### config.mk
export PLATFORM = sky130hd
export DESIGN_NAME = data_mem_arbiter_flat
export DESIGN_NICKNAME = d
export VERILOG_FILES = /design/src/rtl/data_mem_arbiter_pkg.sv /design/src/rtl/data_mem_arbiter_if.sv /design/src/rtl/data_mem_arbiter_arb_pick2.sv /design/src/rtl/data_mem_arbiter.sv /design/src/flat_wrapper.sv
export SDC_FILE = /design/constraint.sdc
export NUM_CORES = 1
export LEC_CHECK = 0
export CORE_MARGIN = 2
export CORE_UTILIZATION = 30
export CTS_CLUSTER_DIAMETER = 200
export DETAILED_ROUTE_END_ITERATION = 12
export PLACE_DENSITY = 0.7
export SYNTH_ARGS = -nofsm -noshare
export SYNTH_HDL_FRONTEND = slang
export SYNTH_HIERARCHICAL = 1
export SYNTH_SLANG_ARGS = --single-unit
### constraint.sdc
create_clock -name clk -period 1.7 [get_ports clk]
set_clock_uncertainty 0.1 [all_clocks]
set_input_delay 0.51 -clock clk [delete_from_list [all_inputs] [get_ports clk]]
set_output_delay 0.51 -clock clk [all_outputs]
set_load 0.01 [all_outputs]
### src/rtl/data_mem_arbiter_pkg.sv
// Shared definitions for the data-memory arbiter: FSM state encoding,
// requester IDs and the default memory depth.
package data_mem_arbiter_pkg;

  typedef enum logic [1:0] {
    StIdle   = 2'd0,
    StAccess = 2'd1,
    StDone   = 2'd2
  } state_e;

  typedef enum logic {
    ReqCpu = 1'b0,
    ReqDma = 1'b1
  } req_id_e;

  localparam int unsigned DefaultMemWords = 64;

endpackage

### src/rtl/data_mem_arbiter_if.sv
// Bus bundle for the data-memory arbiter: CPU and DMA request ports plus the
// memory port. The slave modport is the arbiter's view; master is the view of
// the requesters and the memory.
interface data_mem_arbiter_if #(
  parameter int unsigned ADDR_W = 32,
  parameter int unsigned DATA_W = 32
);

  logic              cpu_req;
  logic              cpu_we;
  logic [ADDR_W-1:0] cpu_addr;
  logic [DATA_W-1:0] cpu_wdata;
  logic              cpu_ack;
  logic              cpu_err;
  logic [DATA_W-1:0] cpu_rdata;

  logic              dma_req;
  logic              dma_we;
  logic [ADDR_W-1:0] dma_addr;
  logic [DATA_W-1:0] dma_wdata;
  logic              dma_ack;
  logic              dma_err;
  logic [DATA_W-1:0] dma_rdata;

  logic              mem_we;
  logic [ADDR_W-1:0] mem_addr;
  logic [DATA_W-1:0] mem_wdata;
  logic [DATA_W-1:0] mem_rdata;

  modport slave (
    input  cpu_req, cpu_we, cpu_addr, cpu_wdata,
    output cpu_ack, cpu_err, cpu_rdata,
    input  dma_req, dma_we, dma_addr, dma_wdata,
    output dma_ack, dma_err, dma_rdata,
    output mem_we, mem_addr, mem_wdata,
    input  mem_rdata
  );

  modport master (
    output cpu_req, cpu_we, cpu_addr, cpu_wdata,
    input  cpu_ack, cpu_err, cpu_rdata,
    output dma_req, dma_we, dma_addr, dma_wdata,
    input  dma_ack, dma_err, dma_rdata,
    input  mem_we, mem_addr, mem_wdata,
    output mem_rdata
  );

endinterface

### src/rtl/data_mem_arbiter_arb_pick2.sv
// Two-way combinational arbiter. A lone requester always wins; on a tie the
// requester that was not served last wins. Tying last to DMA yields a fixed
// CPU-first priority.
module arb_pick2
  import data_mem_arbiter_pkg::*;
(
  input  logic       req_cpu,
  input  logic       req_dma,
  input  req_id_e    last,
  output logic [1:0] grant   // bit 0 = CPU, bit 1 = DMA
);

  // One-hot grant decision
  always_comb begin
    grant = 2'b00;
    if (req_cpu && req_dma) begin
      grant = (last == ReqCpu) ? 2'b10 : 2'b01;
    end else if (req_cpu) begin
      grant = 2'b01;
    end else if (req_dma) begin
      grant = 2'b10;
    end
  end

endmodule

### src/rtl/data_mem_arbiter.sv
// Arbitrates a CPU and a DMA requester onto one single-port data memory with a
// three-state IDLE/ACCESS/DONE sequence. Out-of-range word addresses complete
// with err set and never write.
// Build option: define ARB_ROUND_ROBIN_EN for round-robin on simultaneous
// requests; otherwise the CPU always wins a tie.
module data_mem_arbiter
  import data_mem_arbiter_pkg::*;
#(
  parameter int unsigned ADDR_W    = 32,
  parameter int unsigned DATA_W    = 32,
  parameter int unsigned MEM_WORDS = DefaultMemWords
) (
  input logic               clk,
  input logic               rst_n,
  data_mem_arbiter_if.slave bus
);

  state_e            state_q;
  req_id_e           grant_q;
  logic              in_range_q;
  logic              mem_we_q;
  logic [ADDR_W-1:0] mem_addr_q;
  logic [DATA_W-1:0] mem_wdata_q;
  logic              cpu_ack_q, dma_ack_q;
  logic              cpu_err_q, dma_err_q;
  logic [DATA_W-1:0] cpu_rdata_q, dma_rdata_q;

  req_id_e           last_served;
  logic [1:0]        pick;
  logic              sel_we;
  logic [ADDR_W-1:0] sel_addr;
  logic [DATA_W-1:0] sel_wdata;
  logic              sel_in_range;

`ifdef ARB_ROUND_ROBIN_EN
  req_id_e last_q;
  assign last_served = last_q;
`else
  assign last_served = ReqDma;
`endif

  arb_pick2 u_arb (
    .req_cpu (bus.cpu_req),
    .req_dma (bus.dma_req),
    .last    (last_served),
    .grant   (pick)
  );

  // Select the candidate winner's request fields and range-check its word index
  always_comb begin
    if (pick[1]) begin
      sel_we    = bus.dma_we;
      sel_addr  = bus.dma_addr;
      sel_wdata = bus.dma_wdata;
    end else begin
      sel_we    = bus.cpu_we;
      sel_addr  = bus.cpu_addr;
      sel_wdata = bus.cpu_wdata;
    end
    sel_in_range = {2'b00, sel_addr[ADDR_W-1:2]} < ADDR_W'(MEM_WORDS);
  end

  // FSM with registered memory-port and requester outputs
  always_ff @(posedge clk or negedge rst_n) begin
    if (!rst_n) begin
      state_q     <= StIdle;
      grant_q     <= ReqCpu;
      in_range_q  <= 1'b0;
      mem_we_q    <= 1'b0;
      mem_addr_q  <= '0;
      mem_wdata_q <= '0;
      cpu_ack_q   <= 1'b0;
      dma_ack_q   <= 1'b0;
      cpu_err_q   <= 1'b0;
      dma_err_q   <= 1'b0;
      cpu_rdata_q <= '0;
      dma_rdata_q <= '0;
`ifdef ARB_ROUND_ROBIN_EN
      last_q      <= ReqDma;
`endif
    end else begin
      unique case (state_q)
        StIdle: begin
          if (pick != 2'b00) begin
            state_q     <= StAccess;
            grant_q     <= pick[1] ? ReqDma : ReqCpu;
            in_range_q  <= sel_in_range;
            mem_we_q    <= sel_we & sel_in_range;
            mem_addr_q  <= sel_addr;
            mem_wdata_q <= sel_wdata;
`ifdef ARB_ROUND_ROBIN_EN
            last_q      <= pick[1] ? ReqDma : ReqCpu;
`endif
          end
        end
        StAccess: begin
          state_q     <= StDone;
          mem_we_q    <= 1'b0;
          mem_addr_q  <= '0;
          mem_wdata_q <= '0;
          // Read data is captured here even for writes (pre-write contents)
          if (grant_q == ReqDma) begin
            dma_ack_q   <= 1'b1;
            dma_err_q   <= ~in_range_q;
            dma_rdata_q <= in_range_q ? bus.mem_rdata : '0;
          end else begin
            cpu_ack_q   <= 1'b1;
            cpu_err_q   <= ~in_range_q;
            cpu_rdata_q <= in_range_q ? bus.mem_rdata : '0;
          end
        end
        StDone: begin
          state_q   <= StIdle;
          cpu_ack_q <= 1'b0;
          dma_ack_q <= 1'b0;
          cpu_err_q <= 1'b0;
          dma_err_q <= 1'b0;
        end
        default: state_q <= StIdle;
      endcase
    end
  end

  assign bus.mem_we    = mem_we_q;
  assign bus.mem_addr  = mem_addr_q;
  assign bus.mem_wdata = mem_wdata_q;
  assign bus.cpu_ack   = cpu_ack_q;
  assign bus.cpu_err   = cpu_err_q;
  assign bus.cpu_rdata = cpu_rdata_q;
  assign bus.dma_ack   = dma_ack_q;
  assign bus.dma_err   = dma_err_q;
  assign bus.dma_rdata = dma_rdata_q;

endmodule

### src/flat_wrapper.sv
// flat-port wrapper written by rule: the top's interface ports become plain ports
module data_mem_arbiter_flat import data_mem_arbiter_pkg::*;
#(
  parameter int unsigned ADDR_W    = 32,
  parameter int unsigned DATA_W    = 32,
  parameter int unsigned MEM_WORDS = DefaultMemWords
)
  (clk, rst_n, bus_cpu_req, bus_cpu_we, bus_cpu_addr, bus_cpu_wdata, bus_cpu_ack, bus_cpu_err, bus_cpu_rdata, bus_dma_req, bus_dma_we, bus_dma_addr, bus_dma_wdata, bus_dma_ack, bus_dma_err, bus_dma_rdata, bus_mem_we, bus_mem_addr, bus_mem_wdata, bus_mem_rdata);
  data_mem_arbiter_if #(.ADDR_W(ADDR_W), .DATA_W(DATA_W)) bus_i ();
  input logic clk;
  input logic rst_n;
  input wire logic [$bits(bus_i.cpu_req)-1:0] bus_cpu_req;
  input wire logic [$bits(bus_i.cpu_we)-1:0] bus_cpu_we;
  input wire logic [$bits(bus_i.cpu_addr)-1:0] bus_cpu_addr;
  input wire logic [$bits(bus_i.cpu_wdata)-1:0] bus_cpu_wdata;
  output wire logic [$bits(bus_i.cpu_ack)-1:0] bus_cpu_ack;
  output wire logic [$bits(bus_i.cpu_err)-1:0] bus_cpu_err;
  output wire logic [$bits(bus_i.cpu_rdata)-1:0] bus_cpu_rdata;
  input wire logic [$bits(bus_i.dma_req)-1:0] bus_dma_req;
  input wire logic [$bits(bus_i.dma_we)-1:0] bus_dma_we;
  input wire logic [$bits(bus_i.dma_addr)-1:0] bus_dma_addr;
  input wire logic [$bits(bus_i.dma_wdata)-1:0] bus_dma_wdata;
  output wire logic [$bits(bus_i.dma_ack)-1:0] bus_dma_ack;
  output wire logic [$bits(bus_i.dma_err)-1:0] bus_dma_err;
  output wire logic [$bits(bus_i.dma_rdata)-1:0] bus_dma_rdata;
  output wire logic [$bits(bus_i.mem_we)-1:0] bus_mem_we;
  output wire logic [$bits(bus_i.mem_addr)-1:0] bus_mem_addr;
  output wire logic [$bits(bus_i.mem_wdata)-1:0] bus_mem_wdata;
  input wire logic [$bits(bus_i.mem_rdata)-1:0] bus_mem_rdata;
  assign bus_i.cpu_req = bus_cpu_req;
  assign bus_i.cpu_we = bus_cpu_we;
  assign bus_i.cpu_addr = bus_cpu_addr;
  assign bus_i.cpu_wdata = bus_cpu_wdata;
  assign bus_cpu_ack = bus_i.cpu_ack;
  assign bus_cpu_err = bus_i.cpu_err;
  assign bus_cpu_rdata = bus_i.cpu_rdata;
  assign bus_i.dma_req = bus_dma_req;
  assign bus_i.dma_we = bus_dma_we;
  assign bus_i.dma_addr = bus_dma_addr;
  assign bus_i.dma_wdata = bus_dma_wdata;
  assign bus_dma_ack = bus_i.dma_ack;
  assign bus_dma_err = bus_i.dma_err;
  assign bus_dma_rdata = bus_i.dma_rdata;
  assign bus_mem_we = bus_i.mem_we;
  assign bus_mem_addr = bus_i.mem_addr;
  assign bus_mem_wdata = bus_i.mem_wdata;
  assign bus_i.mem_rdata = bus_mem_rdata;
  data_mem_arbiter #(.ADDR_W(ADDR_W), .DATA_W(DATA_W), .MEM_WORDS(MEM_WORDS)) u_core (.clk(clk), .rst_n(rst_n), .bus(bus_i));
endmodule
# ---- Word level (Yosys, flattened, before mapping)
# Index checks and enable logic that the tools add are counted.
dict set report word_totals {
  elab_cells 56
  output_inout_bits 133
  input_bits 166
  regBits 137
}
dict set report op_classes {
  order_cmp 1
  bitwise_logic 3
  reduce_logical 11
  n_eq_ne 5
  mux 24
}
# cell count
set op_table {}
lappend op_table {{$mux W32} 5}
lappend op_table {{$pmux W32 S2} 2}
lappend op_table {{$lt A30 B7 Y1 const B} 1}
lappend op_table {{$reduce_and A2 Y1} 6}
lappend op_table {{$pmux W1 S2} 5}
lappend op_table {{$mux W2} 4}
lappend op_table {{$mux W1} 7}
lappend op_table {{$reduce_bool A2 Y1} 3}
lappend op_table {{$ne A2 B1 Y1 const B} 2}
lappend op_table {{$pmux W2 S2} 1}
lappend op_table {{$eq A2 B1 Y1 const B} 1}
lappend op_table {{$eq A2 B2 Y1 const B} 1}
lappend op_table {{$logic_not A2 Y1} 1}
lappend op_table {{$ne A2 B2 Y1 const B} 1}
lappend op_table {{$not A1 Y1} 2}
lappend op_table {{$and A1 B1 Y1} 1}
lappend op_table {{$logic_and A1 B1 Y1} 1}

# ---- Logic depth before layout (Yosys ltp)
dict set report depth {
  depth_word 8
  ltp_mapped 7
  mapped_depth_nobuf 6
}

# ---- By module
# The synthesis kept the hierarchy.
# mod cells_each area_each_um2 n_inst
set by_module_without_submodules {}
lappend by_module_without_submodules {data_mem_arbiter 587 5923.2 1}
lappend by_module_without_submodules {arb_pick2 3 18.8 1}

# ---- Worst setup path after synthesis
# Ideal clock, no wire load.
dict set report synth_path {
  kind {input to register}
  startpoint {input port bus_dma_req}
  endpoint {register u_core.mem_we_q (netlist: u_core/bus.mem_we)}
  path_stages 6
  arrival_ps 1719
  required_ps 1508
  setup_slack_ps -211
  cell_sequence {a21boi_0 buf_6 nor4b_2 nand4_1 a221o_1 o31ai_2}
}
dict set report synth_via {
  elab_chain_len 8
  word_cells_on_any_way 13
  cone_classes {1 x order compare; 1 x eq/ne; 7 x mux; 1 x bitwise; 3 x reduce/logical}
}
# item line_no
set synth_rtl {}
lappend synth_rtl {{from (decl)} flat_wrapper.sv:19} ;# input wire logic [$bits(bus_i.dma_req)-1:0] bus_dma_req;
lappend synth_rtl {{$mux W2} data_mem_arbiter_arb_pick2.sv:20} ;# end else if (req_dma) begin
lappend synth_rtl {{$mux W2} data_mem_arbiter_arb_pick2.sv:18} ;# end else if (req_cpu) begin
lappend synth_rtl {{$mux W2 (*)} data_mem_arbiter_arb_pick2.sv:16} ;# if (req_cpu && req_dma) begin
lappend synth_rtl {{$mux W32} data_mem_arbiter.sv:51} ;# if (pick[1]) begin
lappend synth_rtl {{$lt A30 B7 Y1} data_mem_arbiter.sv:60} ;# sel_in_range = {2'b00, sel_addr[ADDR_W-1:2]} < ADDR_W'(MEM_WORDS);
lappend synth_rtl {{$and A1 B1 Y1} data_mem_arbiter.sv:88} ;# mem_we_q <= sel_we & sel_in_range;
lappend synth_rtl {{$mux W1} data_mem_arbiter.sv:84} ;# if (pick != 2'b00) begin
lappend synth_rtl {{$pmux W1 S2} data_mem_arbiter.sv:82} ;# unique case (state_q)
lappend synth_rtl {{to (signal assigned)} data_mem_arbiter.sv:88}
lappend synth_rtl {{to (decl)} data_mem_arbiter.sv:21} ;# logic mem_we_q;
# Mark *: on every way between the ends. The rest lies on a longest branch, timed or not. The select of a mux whose other input is x is not followed.
# A chain may end at the register's enable or synchronous reset.

# ---- Worst setup path in the final report
dict set report layout_path {
  startpoint {input port bus_dma_req}
  endpoint {register u_core.mem_we_q (netlist: u_core/bus.mem_we)}
}
dict set report layout_via {
  elab_chain_len 8
  word_cells_on_any_way 13
  cone_classes {1 x order compare; 1 x eq/ne; 7 x mux; 1 x bitwise; 3 x reduce/logical}
}
# item line_no
set layout_rtl {}
lappend layout_rtl {{$mux W2} data_mem_arbiter_arb_pick2.sv:20}
lappend layout_rtl {{$mux W2} data_mem_arbiter_arb_pick2.sv:18}
lappend layout_rtl {{$mux W2 (*)} data_mem_arbiter_arb_pick2.sv:16}
lappend layout_rtl {{via u_core.pick[1]} data_mem_arbiter.sv:29} ;# logic [1:0] pick;
lappend layout_rtl {{$mux W32} data_mem_arbiter.sv:51}
lappend layout_rtl {{$lt A30 B7 Y1} data_mem_arbiter.sv:60}
lappend layout_rtl {{$and A1 B1 Y1} data_mem_arbiter.sv:88}
lappend layout_rtl {{$mux W1} data_mem_arbiter.sv:84}
lappend layout_rtl {{$pmux W1 S2} data_mem_arbiter.sv:82}
# The timed path passes the listed nets; every way through them passes the cells marked *. The select of a mux whose other input is x is not followed.

==> impl_metrics.json <==
{
  "min_path_type": "input pin to flip-flop",
  "seq_area_frac_synth": 0.577,
  "clock_path_buffers": 2,
  "grt_pass1_vias": 5457,
  "grt_max_degree": 66,
  "path_delay_family": "simple AND/OR/NAND/NOR gates",
  "synthMuxAreaShare": 0.109,
  "violations": "negative setup slack",
  "hold_violations": 0,
  "leakage_nw": 4.64,
  "grt_antenna_before_repair": 0,
  "synth.avg_cell_area_um2": 10.1,
  "drc": 0,
  "report.final.slew_viol_count": 0,
  "wire_per_inst_um": 16.3,
  "syn-cell-area_um2": 5940,
  "setup_slack_ns": -0.0256,
  "dp_hpwl_um": 14200,
  "layout_commonest_cell": "dfrtp_1",
  "num_io_pins": 299,
  "ys_types": 31,
  "synthCells": 590,
  "synth_top_family_by_area": "simple AND/OR/NAND/NOR gates",
  "worst_pin_slew_ns": 0.556,
  "h-tree-depth": 4,
  "critPathBufInv": 2,
  "fp.dieW_um": 145,
  "fp.dieH_um": 145,
  "cts_made_buffers": 17,
  "design_power_total_w": 0.0127,
  "rsz0062_at_grt": "yes",
  "syn_to_final_growth_pct": 69.9,
  "final_cells": 1185,
  "final_cell_mix": "dfrtp_1 (137), clkdlybuf4s50_1 (131), o21ai_0 (130), nand2_1 (106), clkdlybuf4s15_1 (94)",
  "core_area_um2": 19500,
  "fin_crit_ns": 1.73,
  "crit_chain": "clkbuf_2 > a21boi_4 > buf_4 > or4_1 > o22ai_1 > nand2_1 > o31ai_2",
  "drt_iter0_drc": 236,
  "setup_viol": 1,
  "n_antenna_cell": 0,
  "critPathMaxStageDelay_ns": 0.53,
  "gp_congestion": 0.745,
  "crit_fanout": 6,
  "cap_violations": 0,
  "synth_warnings": 6,
  "relSlewSlack": 0.629,
  "rows": 51,
  "placed_cell_area_um2": 9490,
  "drive_gt1_frac": 0.146,
  "cp.arrival_ns": 1.94,
  "wirelength_um": 19400,
  "dp_cells": 1150,
  "synth-seq-cells": 137,
  "peakVddDrop_mv": 0.678,
  "vias_per_cell": 4.66,
  "crit_required_ns": 1.92,
  "cp_slowest_cell": "or4_1",
  "clk_pin_slew_ns": 0.06,
  "cts_root_buf": "clkbuf_16",
  "synth_compound_area_frac": 0.128,
  "max_freq_mhz": 580,
  "grt_overflow": 0,
  "start_util": 0.305,
  "final_area_um2": 10100,
  "first_pass_iters": 4,
  "n_fill_cell": 1817,
  "io_buffers": 298,
  "tritoncts": "yes",
  "grt_pass1_wl_um": 29300,
  "critPathKind": "input pin to flip-flop",
  "grtUsageTotal": 0.184,
  "dpl_worst_slack_ns": -0.773,
  "fin_nets": 1074,
  "status": "finished, violations left",
  "fin_crit_sh": 1.02,
  "clock_sinks": 137,
  "end_kind": "flip-flop",
  "final_antenna_net_count": 0,
  "synth-simple-area-share": 0.143,
  "die-area_um2": 20900,
  "insertion_delay_ns": 0.41,
  "crit_path_start_kind": "input pin",
  "p_per_area_nw_per_um2": 1260,
  "yosys.area_share.adder": 0,
  "synthXorXnorAreaFrac": 0,
  "via_count": 5518
}
[cells by family (layout without fill, tap and decap cells)]
family / after synthesis / after routing
AO/OA/AOI/OAI: 145 / 145
buffers and inverters: 51 / 380
flip-flops: 137 / 137
multiplexers: 65 / 65
other: 1 / 2
AND/OR/NAND/NOR: 191 / 191
[final timing paths]
path                                     startpoint                        to  slack [ns]  cells past startpoint
min                                bus_cpu_addr[12]   u_core/bus.mem_addr[12]        0.35                      3
min in group asynchronous                     rst_n  u_core/bus.dma_rdata[16]        0.37                      2
min reg2reg                u_core/bus.dma_rdata[22]  u_core/bus.dma_rdata[22]        0.38                      2
max                                     bus_dma_req         u_core/bus.mem_we       -0.03                      7
max reg2reg                       u_core/state_q[1]    u_core/bus.mem_addr[8]        0.18                      5
max in group asynchronous                     rst_n   u_core/bus.mem_addr[13]        0.64                      3
[state kept, by name, summed over array words and instances (netlist names)]
name / flops
u_core/bus.cpu_err: 1
u_core/grant_q: 1
u_core/bus.dma_err: 1
u_core/bus.cpu_rdata: 32
u_core/bus.mem_addr: 32
u_core/state_q: 2
u_core/bus.dma_rdata: 32
u_core/in_range_q: 1
u_core/bus.cpu_ack: 1
u_core/bus.mem_wdata: 32
u_core/bus.mem_we: 1
u_core/bus.dma_ack: 1
[power by group]
part | total, W | switching (W) | internal (W)
Clock | 0.00383 | 0.00142 | 0.00242
Combinational | 0.00442 | 0.00247 | 0.00194
Sequential | 0.00449 | 0.000450 | 0.00404
Total | 0.0127 | 0.00434 | 0.00840
[through the flow]
step / hold WS (ns) / setup TNS [ns] / util
2_1_floorplan: 0.114 / -1.65 / -
3_3_place_gp: 0.223 / -42.12 / 0.488
3_5_place_dp: 0.225 / -41.30 / 0.488
4_1_cts: 0.358 / -0.133 / 0.520
5_1_grt: 0.352 / -0.0562 / 0.519
6_report: 0.349 / -0.0256 / 0.519
[layout make-up]
type                            count  area, um^2  share of cell area
Clock buffer                       20         467              0.0462
Clock inverter                     11         145              0.0144
Inverter                            5        18.8             0.00186
Multi-Input combinational cell    403        2370               0.235
Sequential cell                   137        3430               0.340
Tap cell                          265         332              0.0328
Timing Repair Buffer              344        3330               0.330
[timing repair]
item | CTS | global route
setup buffers | 0 | 4
pin swaps | 7 | 17
gates resized for setup | 275 | 85
hold buffers | 1 | 0
endpoints found under the setup margin | 199 | 115
hold endpoints to repair | 5 | 0
[metal layers]
metal,vias to the layer above,GRT usage,routed length (um)
met5,-,0,0
li1,2697,-,-
met3,21,0.0684,1770
met1,2572,0.214,7790
met2,228,0.315,9520
met4,0,0.0562,284
[cell usage after synthesis (all sizes together)]
cell	number	area, um^2
dfrtp	137	3430
o21ai	132	661
nand2	109	409
mux2i	65	651
nand3	65	325
buf	28	158
clkbuf	18	68.8
nor4	7	50.1
inv	5	18.8
a21oi	3	15.0
nor2	3	11.3
o31ai	3	27.5
a21boi	2	15.0
a32o	2	20.0
nand4	2	12.5
nor3	2	10.0
a221o	1	10.0
a22o	1	8.76
conb	1	3.75
nor4b	1	15.0
o22ai	1	6.26
or4	1	7.51
or4b	1	10.0
[worst min-delay path, cell delays in order]
cell and delay [ns]:
dlymetal6s2s_1 0.11, mux2i_1 0.08, o21ai_0 0.13
(Power assumes the default switching activity.)
